[src/rtl/mc_ctrl_pkg.sv]
// mc_ctrl_pkg: shared types and constants for the handshaked multicycle
// controller (mc_controller_hs) and its condition evaluator (mc_cond_eval).
// Holds the 5-bit state encoding, opcode/op_ext/condition constants, PSR
// bit indices, fault cause codes, the strobe bundle and its Moore decoder.
// Optional feature macro: MC_CTRL_SINGLE_STEP_EN (adds the IDLE state).
package mc_ctrl_pkg;

  typedef enum logic [4:0] {
    FETCH_REQ  = 5'd0,
    FETCH_WAIT = 5'd1,
    DECODE     = 5'd2,
    RTYPE_EX   = 5'd3,
    ITYPE_EX   = 5'd4,
    WRITE      = 5'd5,
    LD_REQ     = 5'd6,
    LD_WAIT    = 5'd7,
    LD_WB      = 5'd8,
    ST_REQ     = 5'd9,
    ST_WAIT    = 5'd10,
    B_DISP     = 5'd11,
    JUMP       = 5'd12,
    LINK_CALC  = 5'd13,
    LINK_WR    = 5'd14,
    PC_UP      = 5'd15,
`ifdef MC_CTRL_SINGLE_STEP_EN
    IDLE       = 5'd17,
`endif
    FAULT      = 5'd16
  } state_t;

  // Primary opcodes
  localparam logic [3:0] OP_RTYPE = 4'b0000;
  localparam logic [3:0] OP_MEM   = 4'b0100;
  localparam logic [3:0] OP_CMPI  = 4'b1011;
  localparam logic [3:0] OP_BCOND = 4'b1100;
  // Extended opcodes
  localparam logic [3:0] OPX_LOAD  = 4'b0000;
  localparam logic [3:0] OPX_STOR  = 4'b0100;
  localparam logic [3:0] OPX_JAL   = 4'b1000;
  localparam logic [3:0] OPX_CMP   = 4'b1011;
  localparam logic [3:0] OPX_JCOND = 4'b1100;
  // Condition codes
  localparam logic [3:0] CC_EQ = 4'b0000, CC_NE = 4'b0001, CC_CS = 4'b0010,
                         CC_CC = 4'b0011, CC_HI = 4'b0100, CC_LS = 4'b0101,
                         CC_GT = 4'b0110, CC_LE = 4'b0111, CC_FS = 4'b1000,
                         CC_FC = 4'b1001, CC_LO = 4'b1010, CC_HS = 4'b1011,
                         CC_LT = 4'b1100, CC_GE = 4'b1101, CC_UC = 4'b1110;
  // PSR bit indices
  localparam int PSR_C = 0, PSR_L = 1, PSR_F = 2, PSR_Z = 3, PSR_N = 4;
  // Fault causes
  localparam logic [1:0] FLT_NONE    = 2'b00;
  localparam logic [1:0] FLT_ILLEGAL = 2'b01;
  localparam logic [1:0] FLT_TIMEOUT = 2'b10;

  // instr_gate / ld_gate are qualified by mem_ready at the top level.
  typedef struct packed {
    logic [1:0] wd_s;
    logic [1:0] alua_s;
    logic [1:0] alub_s;
    logic       pc_s;
    logic       pc_en;
    logic       reg_wr_en;
    logic       instr_gate;
    logic       alu_out_en;
    logic       ld_gate;
    logic       mem_wr;
    logic       mem_s;
    logic       se_sign;
    logic       psr_en;
    logic       mem_req;
  } strb_t;

  // Zero-extended immediates for the logical I-type ops.
  function automatic logic imm_unsigned(logic [3:0] op);
    return op inside {4'b0001, 4'b0010, 4'b0011, 4'b1101};
  endfunction

  function automatic strb_t decode(state_t s, logic [3:0] op);
    strb_t d;
    d         = '0;
    d.se_sign = 1'b1;
    case (s)
      FETCH_REQ, FETCH_WAIT: begin d.mem_s = 1'b1; d.mem_req = 1'b1; d.instr_gate = 1'b1; end
      RTYPE_EX:  begin d.alu_out_en = 1'b1; d.psr_en = 1'b1; end
      ITYPE_EX:  begin
        d.alua_s = 2'b10; d.alu_out_en = 1'b1; d.psr_en = 1'b1;
        d.se_sign = ~imm_unsigned(op);
      end
      WRITE:     begin d.wd_s = 2'b11; d.reg_wr_en = 1'b1; end
      LD_REQ, LD_WAIT: begin d.mem_req = 1'b1; d.ld_gate = 1'b1; end
      LD_WB:     begin d.wd_s = 2'b10; d.reg_wr_en = 1'b1; end
      ST_REQ, ST_WAIT: begin d.mem_req = 1'b1; d.mem_wr = 1'b1; end
      B_DISP:    begin d.alua_s = 2'b01; d.alub_s = 2'b01; d.pc_s = 1'b1; d.pc_en = 1'b1; end
      JUMP:      d.pc_en = 1'b1;
      LINK_CALC: begin d.alua_s = 2'b01; d.alub_s = 2'b10; d.alu_out_en = 1'b1; end
      LINK_WR:   begin d.wd_s = 2'b11; d.reg_wr_en = 1'b1; d.pc_en = 1'b1; end
      PC_UP:     begin d.alua_s = 2'b01; d.alub_s = 2'b10; d.pc_s = 1'b1; d.pc_en = 1'b1; end
      default:   ;
    endcase
    return d;
  endfunction

endpackage

[src/rtl/mc_cond_eval.sv]
// mc_cond_eval: combinational branch-condition evaluator (CR16 encoding).
// Ports: branch_cond[3:0], psr[PSR_W-1:0] in; taken out. Code 1111 is never taken.
module mc_cond_eval
  import mc_ctrl_pkg::*;
#(
  parameter int PSR_W = 5
) (
  input  logic [3:0]       branch_cond,
  input  logic [PSR_W-1:0] psr,
  output logic             taken
);
  logic c, l, f, z, n;
  assign c = psr[PSR_C];
  assign l = psr[PSR_L];
  assign f = psr[PSR_F];
  assign z = psr[PSR_Z];
  assign n = psr[PSR_N];

  always_comb begin
    taken = 1'b0;
    case (branch_cond)
      CC_EQ: taken = z;
      CC_NE: taken = ~z;
      CC_CS: taken = c;
      CC_CC: taken = ~c;
      CC_HI: taken = l;
      CC_LS: taken = ~l;
      CC_GT: taken = n;
      CC_LE: taken = ~n;
      CC_FS: taken = f;
      CC_FC: taken = ~f;
      CC_LO: taken = ~z & ~l;
      CC_HS: taken = z | l;
      CC_LT: taken = ~z & ~n;
      CC_GE: taken = z | n;
      CC_UC: taken = 1'b1;
      default: taken = 1'b0;
    endcase
  end
endmodule

[src/rtl/mc_controller_hs.sv]
// mc_controller_hs: multicycle controller FSM with memory req/ready
// handshake, wait-state watchdog, sticky fault (with cause) and a
// retired-instruction counter.
// Ports: clk, reset (sync, active high); op, op_ext, branch_cond, psr,
//   mem_ready in; mem_req, datapath selects/strobes, fault, fault_code,
//   retired out. With MC_CTRL_SINGLE_STEP_EN defined, run/step inputs gate
//   instruction issue through an IDLE state.
// Strobes are registered from the next state, so they are a pure function
// of the current state; instr_en/mem_reg_en are additionally qualified by
// mem_ready. Reset lands in FETCH_REQ, so the first fetch request is up
// in the cycle after reset.
module mc_controller_hs
  import mc_ctrl_pkg::*;
#(
  parameter int MEM_TIMEOUT = 16,
  parameter int RET_W       = 16,
  parameter int PSR_W       = 5
) (
  input  logic             clk,
  input  logic             reset,
  input  logic [3:0]       op,
  input  logic [3:0]       op_ext,
  input  logic [3:0]       branch_cond,
  input  logic [PSR_W-1:0] psr,
`ifdef MC_CTRL_SINGLE_STEP_EN
  input  logic             run,
  input  logic             step,
`endif
  input  logic             mem_ready,
  output logic             mem_req,
  output logic [1:0]       wd_s,
  output logic [1:0]       alua_s,
  output logic [1:0]       alub_s,
  output logic             pc_s,
  output logic             pc_en,
  output logic             reg_wr_en,
  output logic             instr_en,
  output logic             alu_out_en,
  output logic             mem_reg_en,
  output logic             mem_wr,
  output logic             mem_s,
  output logic             se_sign,
  output logic             psr_en,
  output logic             fault,
  output logic [1:0]       fault_code,
  output logic [RET_W-1:0] retired
);
  localparam int CW = (MEM_TIMEOUT > 1) ? $clog2(MEM_TIMEOUT + 1) : 1;
  localparam logic [CW-1:0] WD_LAST = CW'((MEM_TIMEOUT > 0) ? MEM_TIMEOUT - 1 : 0);
  localparam bit WD_ON = (MEM_TIMEOUT > 0);
`ifdef MC_CTRL_SINGLE_STEP_EN
  localparam state_t RST_ST = IDLE;
`else
  localparam state_t RST_ST = FETCH_REQ;
`endif

  state_t        state, state_nxt, done_nxt;
  strb_t         strb;
  logic [CW-1:0] wd_cnt;
  logic          taken, is_wait, wd_fire;

  mc_cond_eval #(.PSR_W(PSR_W)) u_cond (
    .branch_cond (branch_cond),
    .psr         (psr),
    .taken       (taken)
  );

  assign is_wait = (state == FETCH_WAIT) || (state == LD_WAIT) || (state == ST_WAIT);
  // A ready in the limit cycle wins over the timeout.
  assign wd_fire = WD_ON && is_wait && !mem_ready && (wd_cnt == WD_LAST);

`ifdef MC_CTRL_SINGLE_STEP_EN
  assign done_nxt = (run || step) ? FETCH_REQ : IDLE;
`else
  assign done_nxt = FETCH_REQ;
`endif

  always_comb begin
    state_nxt = state;
    case (state)
      FETCH_REQ, FETCH_WAIT: state_nxt = mem_ready ? DECODE : (wd_fire ? FAULT : FETCH_WAIT);
      DECODE: begin
        case (op)
          OP_RTYPE: state_nxt = RTYPE_EX;
          OP_BCOND: state_nxt = taken ? B_DISP : PC_UP;
          OP_MEM: begin
            case (op_ext)
              OPX_LOAD:  state_nxt = LD_REQ;
              OPX_STOR:  state_nxt = ST_REQ;
              OPX_JCOND: state_nxt = taken ? JUMP : PC_UP;
              OPX_JAL:   state_nxt = LINK_CALC;
              default:   state_nxt = FAULT;
            endcase
          end
          default: state_nxt = ITYPE_EX;
        endcase
      end
      RTYPE_EX:        state_nxt = (op_ext == OPX_CMP) ? PC_UP : WRITE;
      ITYPE_EX:        state_nxt = (op == OP_CMPI) ? PC_UP : WRITE;
      WRITE, LD_WB:    state_nxt = PC_UP;
      LD_REQ, LD_WAIT: state_nxt = mem_ready ? LD_WB : (wd_fire ? FAULT : LD_WAIT);
      ST_REQ, ST_WAIT: state_nxt = mem_ready ? PC_UP : (wd_fire ? FAULT : ST_WAIT);
      LINK_CALC:       state_nxt = LINK_WR;
      B_DISP, JUMP, LINK_WR, PC_UP: state_nxt = done_nxt;
`ifdef MC_CTRL_SINGLE_STEP_EN
      IDLE:            state_nxt = done_nxt;
`endif
      FAULT:           state_nxt = FAULT;
      default:         state_nxt = FAULT;
    endcase
  end

  always_ff @(posedge clk) begin
    if (reset) begin
      state      <= RST_ST;
      strb       <= decode(RST_ST, op);
      wd_cnt     <= '0;
      fault      <= 1'b0;
      fault_code <= FLT_NONE;
      retired    <= '0;
    end else begin
      state <= state_nxt;
      strb  <= decode(state_nxt, op);
      fault <= (state_nxt == FAULT);
      // Only the first cause is recorded; FAULT is absorbing.
      if (state_nxt == FAULT && state != FAULT)
        fault_code <= (state == DECODE) ? FLT_ILLEGAL : FLT_TIMEOUT;
      if (state == PC_UP || state == B_DISP || state == JUMP || state == LINK_WR)
        retired <= retired + RET_W'(1);
      // *_REQ states last one cycle, so entering one restarts the watchdog.
      if (state_nxt == FETCH_REQ || state_nxt == LD_REQ || state_nxt == ST_REQ)
        wd_cnt <= '0;
      else if (WD_ON && is_wait && !mem_ready && !wd_fire)
        wd_cnt <= wd_cnt + CW'(1);
    end
  end

  assign mem_req    = strb.mem_req;
  assign wd_s       = strb.wd_s;
  assign alua_s     = strb.alua_s;
  assign alub_s     = strb.alub_s;
  assign pc_s       = strb.pc_s;
  assign pc_en      = strb.pc_en;
  assign reg_wr_en  = strb.reg_wr_en;
  assign instr_en   = strb.instr_gate & mem_ready;
  assign alu_out_en = strb.alu_out_en;
  assign mem_reg_en = strb.ld_gate & mem_ready;
  assign mem_wr     = strb.mem_wr;
  assign mem_s      = strb.mem_s;
  assign se_sign    = strb.se_sign;
  assign psr_en     = strb.psr_en;
endmodule

[config.mk]
export PLATFORM = sky130hd
export DESIGN_NAME = mc_controller_hs
export DESIGN_NICKNAME = d
export VERILOG_FILES = /design/src/rtl/mc_ctrl_pkg.sv /design/src/rtl/mc_cond_eval.sv /design/src/rtl/mc_controller_hs.sv
export SDC_FILE = /design/constraint.sdc
export NUM_CORES = 1
export LEC_CHECK = 0
export BUFFER_PORTS_ARGS = -buffer_cell sky130_fd_sc_hd__clkbuf_2
export CAP_MARGIN = 20
export CORE_MARGIN = 1
export CORE_UTILIZATION = 52
export DETAILED_ROUTE_END_ITERATION = 12
export PLACE_DENSITY = 0.85
export SLEW_MARGIN = 20
export SYNTH_ARGS = -nofsm -noshare
export SYNTH_HDL_FRONTEND = slang
export SYNTH_SLANG_ARGS = --single-unit
[constraint.sdc]
create_clock -name clk -period 3.65 [get_ports clk]
set_clock_uncertainty 0.1 [all_clocks]
set_input_delay 0.1825 -clock clk [delete_from_list [all_inputs] [get_ports clk]]
set_output_delay 0.1825 -clock clk [all_outputs]
set_load 0.005 [all_outputs]
==> metrics <==
outcome finished clean; fillers between 400 and 500; wire per inst 13.3 µm; Sink Count 45; Post-synth EDFFs 0; RSZ-0062 raised after global routing false; Final HPWL DP ~4000 µm; area grow syn2layout 14.4%; Ant. Diodes 0; routability congestion estimate between 0.8 and 0.9; share of post-route cells with drive strength above 1 22.1%; row cnt 25; # IOs 56; CP max stage cell or4_4; # nets final 371; synthesized flop and latch total 45; CTS clock-pin slew for the worst setup and hold paths about 0.080 ns; max cap viols 0; fin crit share between 80% and 90%; Top delay family on crit path simple AND/OR/NAND/NOR gates; Worst-Margin Slew 0.610 ns; Pleak ~1.2 nW; syn_nets between 300 and 400; Worst Path Buf+Inv 0; critical path class flip-flop to flip-flop; min-delay src op[1]; router iterations before antenna repair 4; endpoints failing hold 0; FF/Latch Area 901 µm²; CP arrival roughly 3.2 ns; Worst R2R Start wd_cnt[0]; DR vias/cell 5.77; vias in the first global route 2,058; Syn Area/Cell 8.29 µm²; # hold bufs at CTS 0; relative slew slack 59.3%; initial antenna violation count 0; crit start category flip-flop; post-synthesis cell type count between 60 and 70; WL final 5370 µm; CP required 3.73 ns; CP Capture Type flip-flop; commonest non-fill, non-tap cells in the layout clkbuf_2 (55), dfxtp_1 (45), nor2_1 (39), nand2_1 (24), xor2_1 (15); Syn Inst Count around 310; commonest non-fill, non-tap cell in the layout clkbuf_2; top-area cell type share of the netlist area between 30% and 40%; Seq/Total Area, Yosys 35.5%; first-pass GRT wire length 8940 µm; CTS tree done; grt total ovfl 0; area of the multi-input gates 1500 µm²; Post-DRT Antenna Nets 0; Post-synth ARST share 0%; TritonCTS Buffers 5; Power, Total roughly 1.6 mW; Slew Viols, Final 0; Place WS about 0.56 ns; Pwr per Cell Area 564 nW/µm²; Setup Buffers After CTS 0; Initial Util between 50 and 60%; post-synth top area cell dfxtp_1; Main synth FF type dfxtp_1; I/O Buffers 55; crit path cell chain ha_1 > and3_1 > ha_1 > nand2_1 > a32o_1 > a22o_1 > and4b_1 > a21oi_1 > or4_4 > or3_1; CTS resizes 0; H-tree depth 2; Post-Synthesis Cell Area about 2500 µm²; fin crit period 3.12 ns; pin count of the biggest net entering global routing 32; setup tns final 0 ns; Yosys warnings 0; Finish-stage setup viols 0; chip width between 70 and 80 µm; Synth area leaders dfxtp_1 (36%), nor2_1 (5.8%), xor2_1 (5.2%); die area approximately 5200 µm²; maximum fanout along the worst path 6; most used cell, CP ha_1; latest clock arrival within the worst-skew pair 0.30 ns; DRC 0; number of DRC markers in iteration 0 ~120; Longest Clk Path Bufs 2; final worst slack approximately 0.53 ns; core area 4690 µm²; Worst path max stage delay roughly 0.6 ns; Max Fclk 320 MHz; Tot GR Track Use between 20% and 30%; Worst VDD drop between 0.3 and 0.4 mV; CTS Root Cell clkbuf_8; CP startpoint wd_cnt[0]; Hold/Removal Path Class input pin to flip-flop; DR vias approximately 2,300; Die Height around 72 µm
-- path summary, 6_finish.rpt --
path,end,depth (start not counted),slack [ns]
setup / recovery,se_sign,10,0.53
hold / removal,se_sign,4,0.17
setup reg to reg,se_sign,10,0.53
hold reg to reg,fault_code[0],2,0.39
-- sequential cells by signal, indices dropped and copies added, names as in the netlist, 2 cells and up --
signal / cells
alua_s: 2
wd_s: 2
retired: 16
alub_s: 2
state: 5
wd_cnt: 5
fault_code: 2
-- power by group --
| group | switching, mW | internal, mW |
|---|---|---|
| Combinational | 0.352 | 0.270 |
| Sequential | 0.0747 | 0.559 |
| Clock | 0.159 | 0.222 |
| Total | 0.585 | 1.05 |
-- synth_stat cells (2+ instances only) --
cell type / count
o211ai_1: 4
nor3_1: 9
nor4_1: 2
or4b_1: 2
and3_1: 4
nand3_1: 9
buf_4: 6
o21ai_0: 8
nor2b_1: 8
nor3b_1: 2
or4_4: 2
mux2i_1: 4
nand3b_1: 5
nand4_1: 5
inv_1: 9
ha_1: 3
xor2_1: 15
or2_2: 3
and4_1: 3
a211oi_1: 2
nor4b_1: 2
a21oi_1: 12
a31oi_1: 3
or3b_1: 2
dfxtp_1: 45
or4_1: 5
or2_1: 2
xnor2_1: 5
nand2_1: 24
a21o_1: 4
and2_1: 5
nor2_1: 39
or3_1: 4
nand2b_1: 7
clkbuf_1: 11
buf_2: 4
-- layer usage --
layer / up-vias / global-route usage [%] / routed length, µm
met1: 1054 / 27.7 / 2450
met4: 0 / 8.50 / 97
li1: 1163 / - / -
met3: 12 / 5.06 / 378
met5: - / 0 / 0
met2: 96 / 35.7 / 2440
-- worst register-to-register path, cell delays in order, from the launching register on --
cell and delay, ns:
dfxtp_1 0.37, ha_1 0.18, and3_1 0.15, ha_1 0.21, nand2_1 0.10, a32o_1 0.29, a22o_1 0.22, and4b_1 0.26
a21oi_1 0.17, or4_4 0.60, or3_1 0.35
-- logic make-up (layout without fill, tap and decap cells) --
| group | after synthesis | in the layout | synth area share (%) |
|---|---|---|---|
| fa+ha+maj | 3 | 3 | 1.48 |
| flops | 45 | 45 | 35.5 |
| xor+xnor | 20 | 20 | 6.91 |
| compound gates | 52 | 52 | 15.2 |
| mux | 5 | 5 | 2.02 |
| simple gates | 151 | 151 | 33.3 |
| buf+inv | 30 | 73 | 5.53 |
-- metrics by stage --
stage / std cells / cell area [µm²] / utilization (%) / hold slack [ns]
floorplan: 306 / 2540 / - / 0.208
global placement: 395 / 2780 / 59.3 / 0.364
detailed placement: 395 / 2780 / 59.3 / 0.380
CTS: 403 / 2900 / 61.8 / 0.169
global route: 403 / 2900 / 61.8 / 0.222
finish: 403 / 2900 / 61.8 / 0.170
-- cell type report --
| type | instances | share of cell area (%) |
|---|---|---|
| repair buffers | 56 | 9.75 |
| clock buffers | 6 | 2.85 |
| multi-input cells | 231 | 51.6 |
| clock inverters | 2 | 1.29 |
| flip-flops and latches | 45 | 31.1 |
| well taps | 54 | 2.33 |
| inverters | 9 | 1.16 |
Power figures use the tool's default switching activity.
